==> config.mk <==
export PLATFORM = sky130hd
export DESIGN_NAME = axil_master
export DESIGN_NICKNAME = d
export VERILOG_FILES = /design/src/rtl/axil_pkg.sv /design/src/rtl/axil_watchdog.sv /design/src/rtl/axil_master.sv
export SDC_FILE = /design/constraint.sdc
export NUM_CORES = 1
export LEC_CHECK = 0
export BUFFER_PORTS_ARGS = -buffer_cell sky130_fd_sc_hd__buf_4
export CAP_MARGIN = 25
export CORE_MARGIN = 5
export CORE_UTILIZATION = 46
export CTS_BUF_LIST = sky130_fd_sc_hd__clkbuf_16
export CTS_CLUSTER_DIAMETER = 40
export DETAILED_ROUTE_END_ITERATION = 8
export GPL_TIMING_DRIVEN = 0
export HOLD_SLACK_MARGIN = 0.08
export PLACE_DENSITY = 0.8
export SYNTH_ARGS = -nofsm -noshare
export SYNTH_HDL_FRONTEND = slang
export SYNTH_SLANG_ARGS = --single-unit
==> constraint.sdc <==
create_clock -name clk -period 1.7 [get_ports clk]
set_input_delay 0.085 -clock clk [delete_from_list [all_inputs] [get_ports clk]]
set_output_delay 0.085 -clock clk [all_outputs]
set_load 0.05 [all_outputs]
==> src/rtl/axil_pkg.sv <==
// Shared types and register map for the AXI-Lite register master.
package axil_pkg;

   typedef enum logic [1:0] {
      OKAY   = 2'b00,
      EXOKAY = 2'b01,
      SLVERR = 2'b10,
      DECERR = 2'b11
   } axil_resp_e;

   typedef enum logic [2:0] {
      IDLE    = 3'd0,
      WR_REQ  = 3'd1,
      WR_RESP = 3'd2,
      RD_REQ  = 3'd3,
      RD_RESP = 3'd4,
      RSP     = 3'd5
   } axil_mst_state_e;

   localparam logic [7:0] CTRL   = 8'h00;
   localparam logic [7:0] STATUS = 8'h04;
   localparam logic [7:0] CFG_M  = 8'h08;
   localparam logic [7:0] CFG_K  = 8'h0C;
   localparam logic [7:0] CFG_N  = 8'h10;

   function automatic logic is_busy(axil_mst_state_e s);
      return s inside {WR_REQ, WR_RESP, RD_REQ, RD_RESP};
   endfunction

endpackage

==> src/rtl/axil_watchdog.sv <==
// Wait-state watchdog: counts enabled cycles, expires on the LIMIT-th one.
module axil_watchdog #(
   parameter int unsigned LIMIT = 256
) (
   input  logic clk,
   input  logic rst,
   input  logic clr,
   input  logic en,
   output logic expired
);

   localparam int CW = $clog2(LIMIT + 1);

   logic [CW-1:0] cnt_q, cnt_d;

   always_comb begin
      cnt_d = cnt_q;
      if (clr)
         cnt_d = '0;
      else if (en)
         cnt_d = cnt_q + 1'b1;
   end

   always_ff @(posedge clk) begin
      if (rst)
         cnt_q <= '0;
      else
         cnt_q <= cnt_d;
   end

   assign expired = en && (cnt_q == CW'(LIMIT - 1));

endmodule

==> src/rtl/axil_master.sv <==
// AXI-Lite initiator: one local command in, one AXI-Lite transaction out.
// Optional wait-state watchdog enabled by defining AXIL_MST_TIMEOUT_EN.
module axil_master
   import axil_pkg::*;
#(
   parameter int DATA_W      = 32,
   parameter int ADDR_W      = 32,
   parameter int TIMEOUT_CYC = 256
) (
   input  logic              clk,
   input  logic              rst,
   input  logic              cmd_valid,
   output logic              cmd_ready,
   input  logic              cmd_write,
   input  logic [ADDR_W-1:0] cmd_addr,
   input  logic [DATA_W-1:0] cmd_wdata,
   output logic              rsp_valid,
   input  logic              rsp_ready,
   output logic [DATA_W-1:0] rsp_rdata,
   output logic [1:0]        rsp_resp,
   output logic              rsp_timeout,
   output logic [ADDR_W-1:0] m_axi_awaddr,
   output logic              m_axi_awvalid,
   input  logic              m_axi_awready,
   output logic [DATA_W-1:0] m_axi_wdata,
   output logic              m_axi_wvalid,
   input  logic              m_axi_wready,
   input  logic              m_axi_bvalid,
   input  logic [1:0]        m_axi_bresp,
   output logic              m_axi_bready,
   output logic [ADDR_W-1:0] m_axi_araddr,
   output logic              m_axi_arvalid,
   input  logic              m_axi_arready,
   input  logic [DATA_W-1:0] m_axi_rdata,
   input  logic [1:0]        m_axi_rresp,
   input  logic              m_axi_rvalid,
   output logic              m_axi_rready
);

   axil_mst_state_e   state_q, state_d;
   logic              cmd_ready_q, cmd_ready_d;
   logic              awvalid_q, awvalid_d;
   logic              wvalid_q, wvalid_d;
   logic              bready_q, bready_d;
   logic              arvalid_q, arvalid_d;
   logic              rready_q, rready_d;
   logic [ADDR_W-1:0] awaddr_q, awaddr_d;
   logic [ADDR_W-1:0] araddr_q, araddr_d;
   logic [DATA_W-1:0] wdata_q, wdata_d;
   logic              rsp_valid_q, rsp_valid_d;
   logic [DATA_W-1:0] rsp_rdata_q, rsp_rdata_d;
   logic [1:0]        rsp_resp_q, rsp_resp_d;
   logic              rsp_timeout_q, rsp_timeout_d;
   logic              expired;

   always_comb begin
      state_d       = state_q;
      cmd_ready_d   = cmd_ready_q;
      awvalid_d     = awvalid_q;
      wvalid_d      = wvalid_q;
      bready_d      = bready_q;
      arvalid_d     = arvalid_q;
      rready_d      = rready_q;
      awaddr_d      = awaddr_q;
      araddr_d      = araddr_q;
      wdata_d       = wdata_q;
      rsp_valid_d   = rsp_valid_q;
      rsp_rdata_d   = rsp_rdata_q;
      rsp_resp_d    = rsp_resp_q;
      rsp_timeout_d = rsp_timeout_q;
      unique case (state_q)
         IDLE: begin
            cmd_ready_d = 1'b1;
            if (cmd_valid && cmd_ready_q) begin
               cmd_ready_d = 1'b0;
               if (cmd_write) begin
                  awaddr_d  = cmd_addr;
                  wdata_d   = cmd_wdata;
                  awvalid_d = 1'b1;
                  wvalid_d  = 1'b1;
                  state_d   = WR_REQ;
               end else begin
                  araddr_d  = cmd_addr;
                  arvalid_d = 1'b1;
                  state_d   = RD_REQ;
               end
            end
         end
         WR_REQ: begin
            // AW and W retire independently, in either order
            if (awvalid_q && m_axi_awready)
               awvalid_d = 1'b0;
            if (wvalid_q && m_axi_wready)
               wvalid_d = 1'b0;
            if (!awvalid_d && !wvalid_d) begin
               bready_d = 1'b1;
               state_d  = WR_RESP;
            end
         end
         WR_RESP: begin
            if (m_axi_bvalid) begin
               bready_d      = 1'b0;
               rsp_valid_d   = 1'b1;
               rsp_rdata_d   = '0;
               rsp_resp_d    = m_axi_bresp;
               rsp_timeout_d = 1'b0;
               state_d       = RSP;
            end
         end
         RD_REQ: begin
            if (m_axi_arready) begin
               arvalid_d = 1'b0;
               rready_d  = 1'b1;
               state_d   = RD_RESP;
            end
         end
         RD_RESP: begin
            if (m_axi_rvalid) begin
               rready_d      = 1'b0;
               rsp_valid_d   = 1'b1;
               rsp_rdata_d   = m_axi_rdata;
               rsp_resp_d    = m_axi_rresp;
               rsp_timeout_d = 1'b0;
               state_d       = RSP;
            end
         end
         RSP: begin
            if (rsp_ready) begin
               rsp_valid_d = 1'b0;
               cmd_ready_d = 1'b1;
               state_d     = IDLE;
            end
         end
         default: state_d = IDLE;
      endcase
      // Watchdog abort overrides whatever the bus did this cycle
      if (expired) begin
         awvalid_d     = 1'b0;
         wvalid_d      = 1'b0;
         bready_d      = 1'b0;
         arvalid_d     = 1'b0;
         rready_d      = 1'b0;
         rsp_valid_d   = 1'b1;
         rsp_rdata_d   = '0;
         rsp_resp_d    = SLVERR;
         rsp_timeout_d = 1'b1;
         state_d       = RSP;
      end
   end

   always_ff @(posedge clk) begin
      if (rst) begin
         state_q       <= IDLE;
         cmd_ready_q   <= 1'b0;
         awvalid_q     <= 1'b0;
         wvalid_q      <= 1'b0;
         bready_q      <= 1'b0;
         arvalid_q     <= 1'b0;
         rready_q      <= 1'b0;
         awaddr_q      <= '0;
         araddr_q      <= '0;
         wdata_q       <= '0;
         rsp_valid_q   <= 1'b0;
         rsp_rdata_q   <= '0;
         rsp_resp_q    <= '0;
         rsp_timeout_q <= 1'b0;
      end else begin
         state_q       <= state_d;
         cmd_ready_q   <= cmd_ready_d;
         awvalid_q     <= awvalid_d;
         wvalid_q      <= wvalid_d;
         bready_q      <= bready_d;
         arvalid_q     <= arvalid_d;
         rready_q      <= rready_d;
         awaddr_q      <= awaddr_d;
         araddr_q      <= araddr_d;
         wdata_q       <= wdata_d;
         rsp_valid_q   <= rsp_valid_d;
         rsp_rdata_q   <= rsp_rdata_d;
         rsp_resp_q    <= rsp_resp_d;
         rsp_timeout_q <= rsp_timeout_d;
      end
   end

`ifdef AXIL_MST_TIMEOUT_EN
   logic wd_clr, wd_en;

   assign wd_en  = is_busy(state_q);
   assign wd_clr = (state_d != state_q);

   axil_watchdog #(
      .LIMIT(TIMEOUT_CYC)
   ) u_watchdog (
      .clk    (clk),
      .rst    (rst),
      .clr    (wd_clr),
      .en     (wd_en),
      .expired(expired)
   );
`else
   assign expired = 1'b0;
`endif

   assign cmd_ready     = cmd_ready_q;
   assign rsp_valid     = rsp_valid_q;
   assign rsp_rdata     = rsp_rdata_q;
   assign rsp_resp      = rsp_resp_q;
   assign rsp_timeout   = rsp_timeout_q;
   assign m_axi_awaddr  = awaddr_q;
   assign m_axi_awvalid = awvalid_q;
   assign m_axi_wdata   = wdata_q;
   assign m_axi_wvalid  = wvalid_q;
   assign m_axi_bready  = bready_q;
   assign m_axi_araddr  = araddr_q;
   assign m_axi_arvalid = arvalid_q;
   assign m_axi_rready  = rready_q;

endmodule

==> impl_metrics.ini <==
[run_status]
status = finished clean

[cells_and_area]
instances_no_fill = 1161
final_net_count = 1118
final_util_pct = 80.8
flow.area_growth_from_synthesis_pct = 69.9
drive_above_1_share_pct = 31.7
n_antenna_cell = 0
postLayoutCellArea_um2 = 8830

[timing]
final_count_of_negative_setup_slack_endpoints = 0
tightest_slew_ps = 661
portion_of_the_clock_cycle_consumed_by_the_worst_path_in_the_final_layout_pct = 97.1
final.min_clock_period_ps = 1650
setup_tns_ps = 0
achievable-frequency_mhz = 606
timing.clock.skew_ps = 6.14
timing.final.ws_setup_ps = 49.2
hold_violations = 0
timing_max_transition_violations_final = 0
timing.max_slew.rel_slack_pct = 56.0

[clocking]
clk_latency_ps = 420
clk_transition_reported_paths_ps = 60
clk_root_buffer_cell = sky130_fd_sc_hd__clkbuf_16
tritoncts = yes
cts-buffers-inserted = 17
ctsHtreeMaxLevel = 4
max_buffers_root_to_sink = 2
clkSinkCount = 140

[setup_path]
critPathArrivalTime_ps = 1980
critical_path.cell_chain = buf_4, inv_2, nor3_4, buf_12, buf_4, nand3_1, a21oi_1
critical_path_buf_inv_count = 4
crit_family = buffers and inverters
reg2regPathDepth = 7
cp-end-kind = register
startpoint_of_the_lowest_slack_register_to_register_path = state_q[2]
largest_incremental_delay_on_the_critical_path_ps = 370
startpoint_type = register
worstPathMaxFanout = 10
critical-path-top-cell-by-count = sky130_fd_sc_hd__buf_4
regToRegSetupSlack_ps = 50
required_time_reported_for_the_critical_path_endpoint_ps = 2020
critical-path-slowest-cell = sky130_fd_sc_hd__dfxtp_1
r2r_path_end = rsp_rdata[8]
worstSetupPathType = register to register

[worst_hold_path]
worst_hold_path.num_cells = 4
worstHoldPathType = primary input to register
whs_endpoint = m_axi_bready
worst_hold_startpoint = m_axi_bvalid

[drt]
detailedRoute.firstPassIterationCount = 7
totalWireLength_mm = 22.4
wl_per_cell_um = 19.3
residual_drc = 0
route.vias.total = 6284
route.detailed.vias_per_inst = 5.41
detail-route-antenna-nets = 0
drt_iter0_markers = 671

[placement]
placed_cells_incl_taps = 1023
placed_wire_length_estimate_mm = 13.5
dpl-instance-area_um2 = 7210
io_buffer_count = 245
gp_congestion = 0.870
pre_cts_ws_ps = -9.65

[power_and_ir_drop]
p_clk_share_pct = 32.2
power.static_leakage_nw = 3.70
intPower_w = 0.00676
vdd_drop_max_mv = 0.738
p_seq_share_pct = 35.6
power.density_cell_area_nw_per_um2 = 1190
switching_share_of_power_pct = 35.5
power_share_of_the_combinational_group_pct = 32.1
net-switching-power_w = 0.00372

[synth]
yosys_register_bits = 140
synth_top_cell_area_share_pct = 53.9
synth_edf_count = 0
synth_top_cells_by_area = sky130_fd_sc_hd__dfxtp_1, sky130_fd_sc_hd__nand2_1, sky130_fd_sc_hd__a21oi_1, sky130_fd_sc_hd__nand3_1, sky130_fd_sc_hd__buf_4
syn_area_um2 = 5200
synth.yosys.seq_area_share_pct = 53.9
yosys-top-cells-count = sky130_fd_sc_hd__nand2_1, sky130_fd_sc_hd__dfxtp_1, sky130_fd_sc_hd__a21oi_1
ys_dominant_reg_cell = sky130_fd_sc_hd__dfxtp_1
synth-async-reset-ratio_pct = 0
post_synth_num_cell_types = 34
yosys.area.top_type = sky130_fd_sc_hd__dfxtp_1
netlist_instances = 638
synth-warning-count = 0
synth_most_common_cell = sky130_fd_sc_hd__nand2_1
net_count_of_the_mapped_netlist = 748
syn-mean-instance-area_um2 = 8.15

[die]
core_um2 = 10900
chipWidth_um = 116
design.die.area_um2 = 13500
io_pins = 248
rows = 38
die-height_um = 116
initial_utilization_pct = 47.5

[global_route]
gr_overflow_total = 0
first_pass_grt_wire_length_mm = 32.9
grt_start_max_net_pins = 17
grtUsageTotal_pct = 31.5
via_count_of_the_first_global_routing_pass = 6471
antenna_found_initial = 0

[job]
maxCapViolCount = 0
## worst reg2reg max path, stage by stage, from the launching register on
cell                      delay [ps]
sky130_fd_sc_hd__dfxtp_1         370
sky130_fd_sc_hd__buf_4           190
sky130_fd_sc_hd__inv_2            90
sky130_fd_sc_hd__nor3_4          220
sky130_fd_sc_hd__buf_12          150
sky130_fd_sc_hd__buf_4           190
sky130_fd_sc_hd__nand3_1         110
sky130_fd_sc_hd__a21oi_1         240
## power by group through the flow
stage               sequential, W  clock [W]  combinational, W
global route              0.00376    0.00355           0.00355
detailed placement        0.00379          0           0.00297
floorplan                 0.00460          0           0.00120
global placement          0.00377          0           0.00291
finish                    0.00374    0.00337           0.00337
CTS                       0.00372    0.00337           0.00319
## state kept, by name, indices dropped and copies added (netlist names), 2 cells and up
name / count
state_q: 3
m_axi_araddr: 32
rsp_rdata: 32
m_axi_wdata: 32
m_axi_awaddr: 32
rsp_resp: 2
## placed cells by master, fill, tap and decap left out, types with 3 or more instances in the layout
| cell | instances |
|---|---|
| sky130_fd_sc_hd__clkbuf_16 | 17 |
| sky130_fd_sc_hd__buf_4 | 262 |
| sky130_fd_sc_hd__buf_2 | 5 |
| sky130_fd_sc_hd__mux2i_1 | 3 |
| sky130_fd_sc_hd__nand2_1 | 228 |
| sky130_fd_sc_hd__nor3_1 | 4 |
| sky130_fd_sc_hd__a211oi_1 | 3 |
| sky130_fd_sc_hd__dlygate4sd3_1 | 100 |
| sky130_fd_sc_hd__o21ai_0 | 3 |
| sky130_fd_sc_hd__clkbuf_2 | 3 |
| sky130_fd_sc_hd__clkbuf_1 | 20 |
| sky130_fd_sc_hd__nor2_1 | 7 |
| sky130_fd_sc_hd__buf_6 | 7 |
| sky130_fd_sc_hd__clkinv_2 | 6 |
| sky130_fd_sc_hd__inv_1 | 4 |
| sky130_fd_sc_hd__dfxtp_1 | 140 |
| sky130_fd_sc_hd__clkinvlp_4 | 5 |
| sky130_fd_sc_hd__nand3_1 | 34 |
| sky130_fd_sc_hd__a21oi_1 | 132 |
| sky130_fd_sc_hd__a21oi_2 | 5 |
## cell type report
class	count	area [um^2]
timing repair buffer	351	2910
tap	140	175
multi-input combinational	444	2090
clock buffer	17	425
inverter	4	15.0
sequential	140	2800
buffer	50	307
clock inverter	15	109
fill	631	2100
## how the worst max path moves through the flow
stage | startpoint | slack (ps) | cells past startpoint | endpoint
3_3_place_gp | state_q[0] | 40 | 6 | m_axi_araddr[31]
4_1_cts | state_q[0] | 5 | 6 | m_axi_araddr[14]
5_1_grt | state_q[2] | -30 | 6 | rsp_rdata[8]
3_5_place_dp | state_q[0] | -10 | 6 | m_axi_araddr[30]
6_report | state_q[2] | 50 | 7 | rsp_rdata[8]
2_1_floorplan | cmd_ready | 60 | 6 | m_axi_awaddr[24]
## kinds of logic after synthesis
kind of cell / count (synthesis) / share of synthesized area (%)
buffers and inverters: 54 / 5.99
AND/OR/NAND/NOR: 286 / 23.3
AO/OA/AOI/OAI: 154 / 16.2
other: 1 / 0.0722
multiplexers: 3 / 0.578
flip-flops: 140 / 53.9
## routing by layer
layer	share of wire (%)	vias up	track usage, %
met5	0	-	0.741
met4	3.9	0	15.0
met3	11	83	10.3
met2	50	438	56.6
met1	35	2921	33.2
li1	-	2842	-
## what timing repair did
item,4_1_cts,5_1_grt
resized for setup,1,10
setup buffers,2,4
hold buffers,100,0
endpoints found under the hold margin,134,0
setup endpoints to repair,22,92
pin swaps,0,3
## per-stage QoR
step | hold slack, ps | total power (W)
2_1_floorplan | 200 | 0.00579
3_3_place_gp | 303 | 0.00669
3_5_place_dp | 311 | 0.00676
4_1_cts | 112 | 0.0103
5_1_grt | 135 | 0.0109
6_report | 123 | 0.0105
No activity file was read; power rests on OpenSTA's default activity.
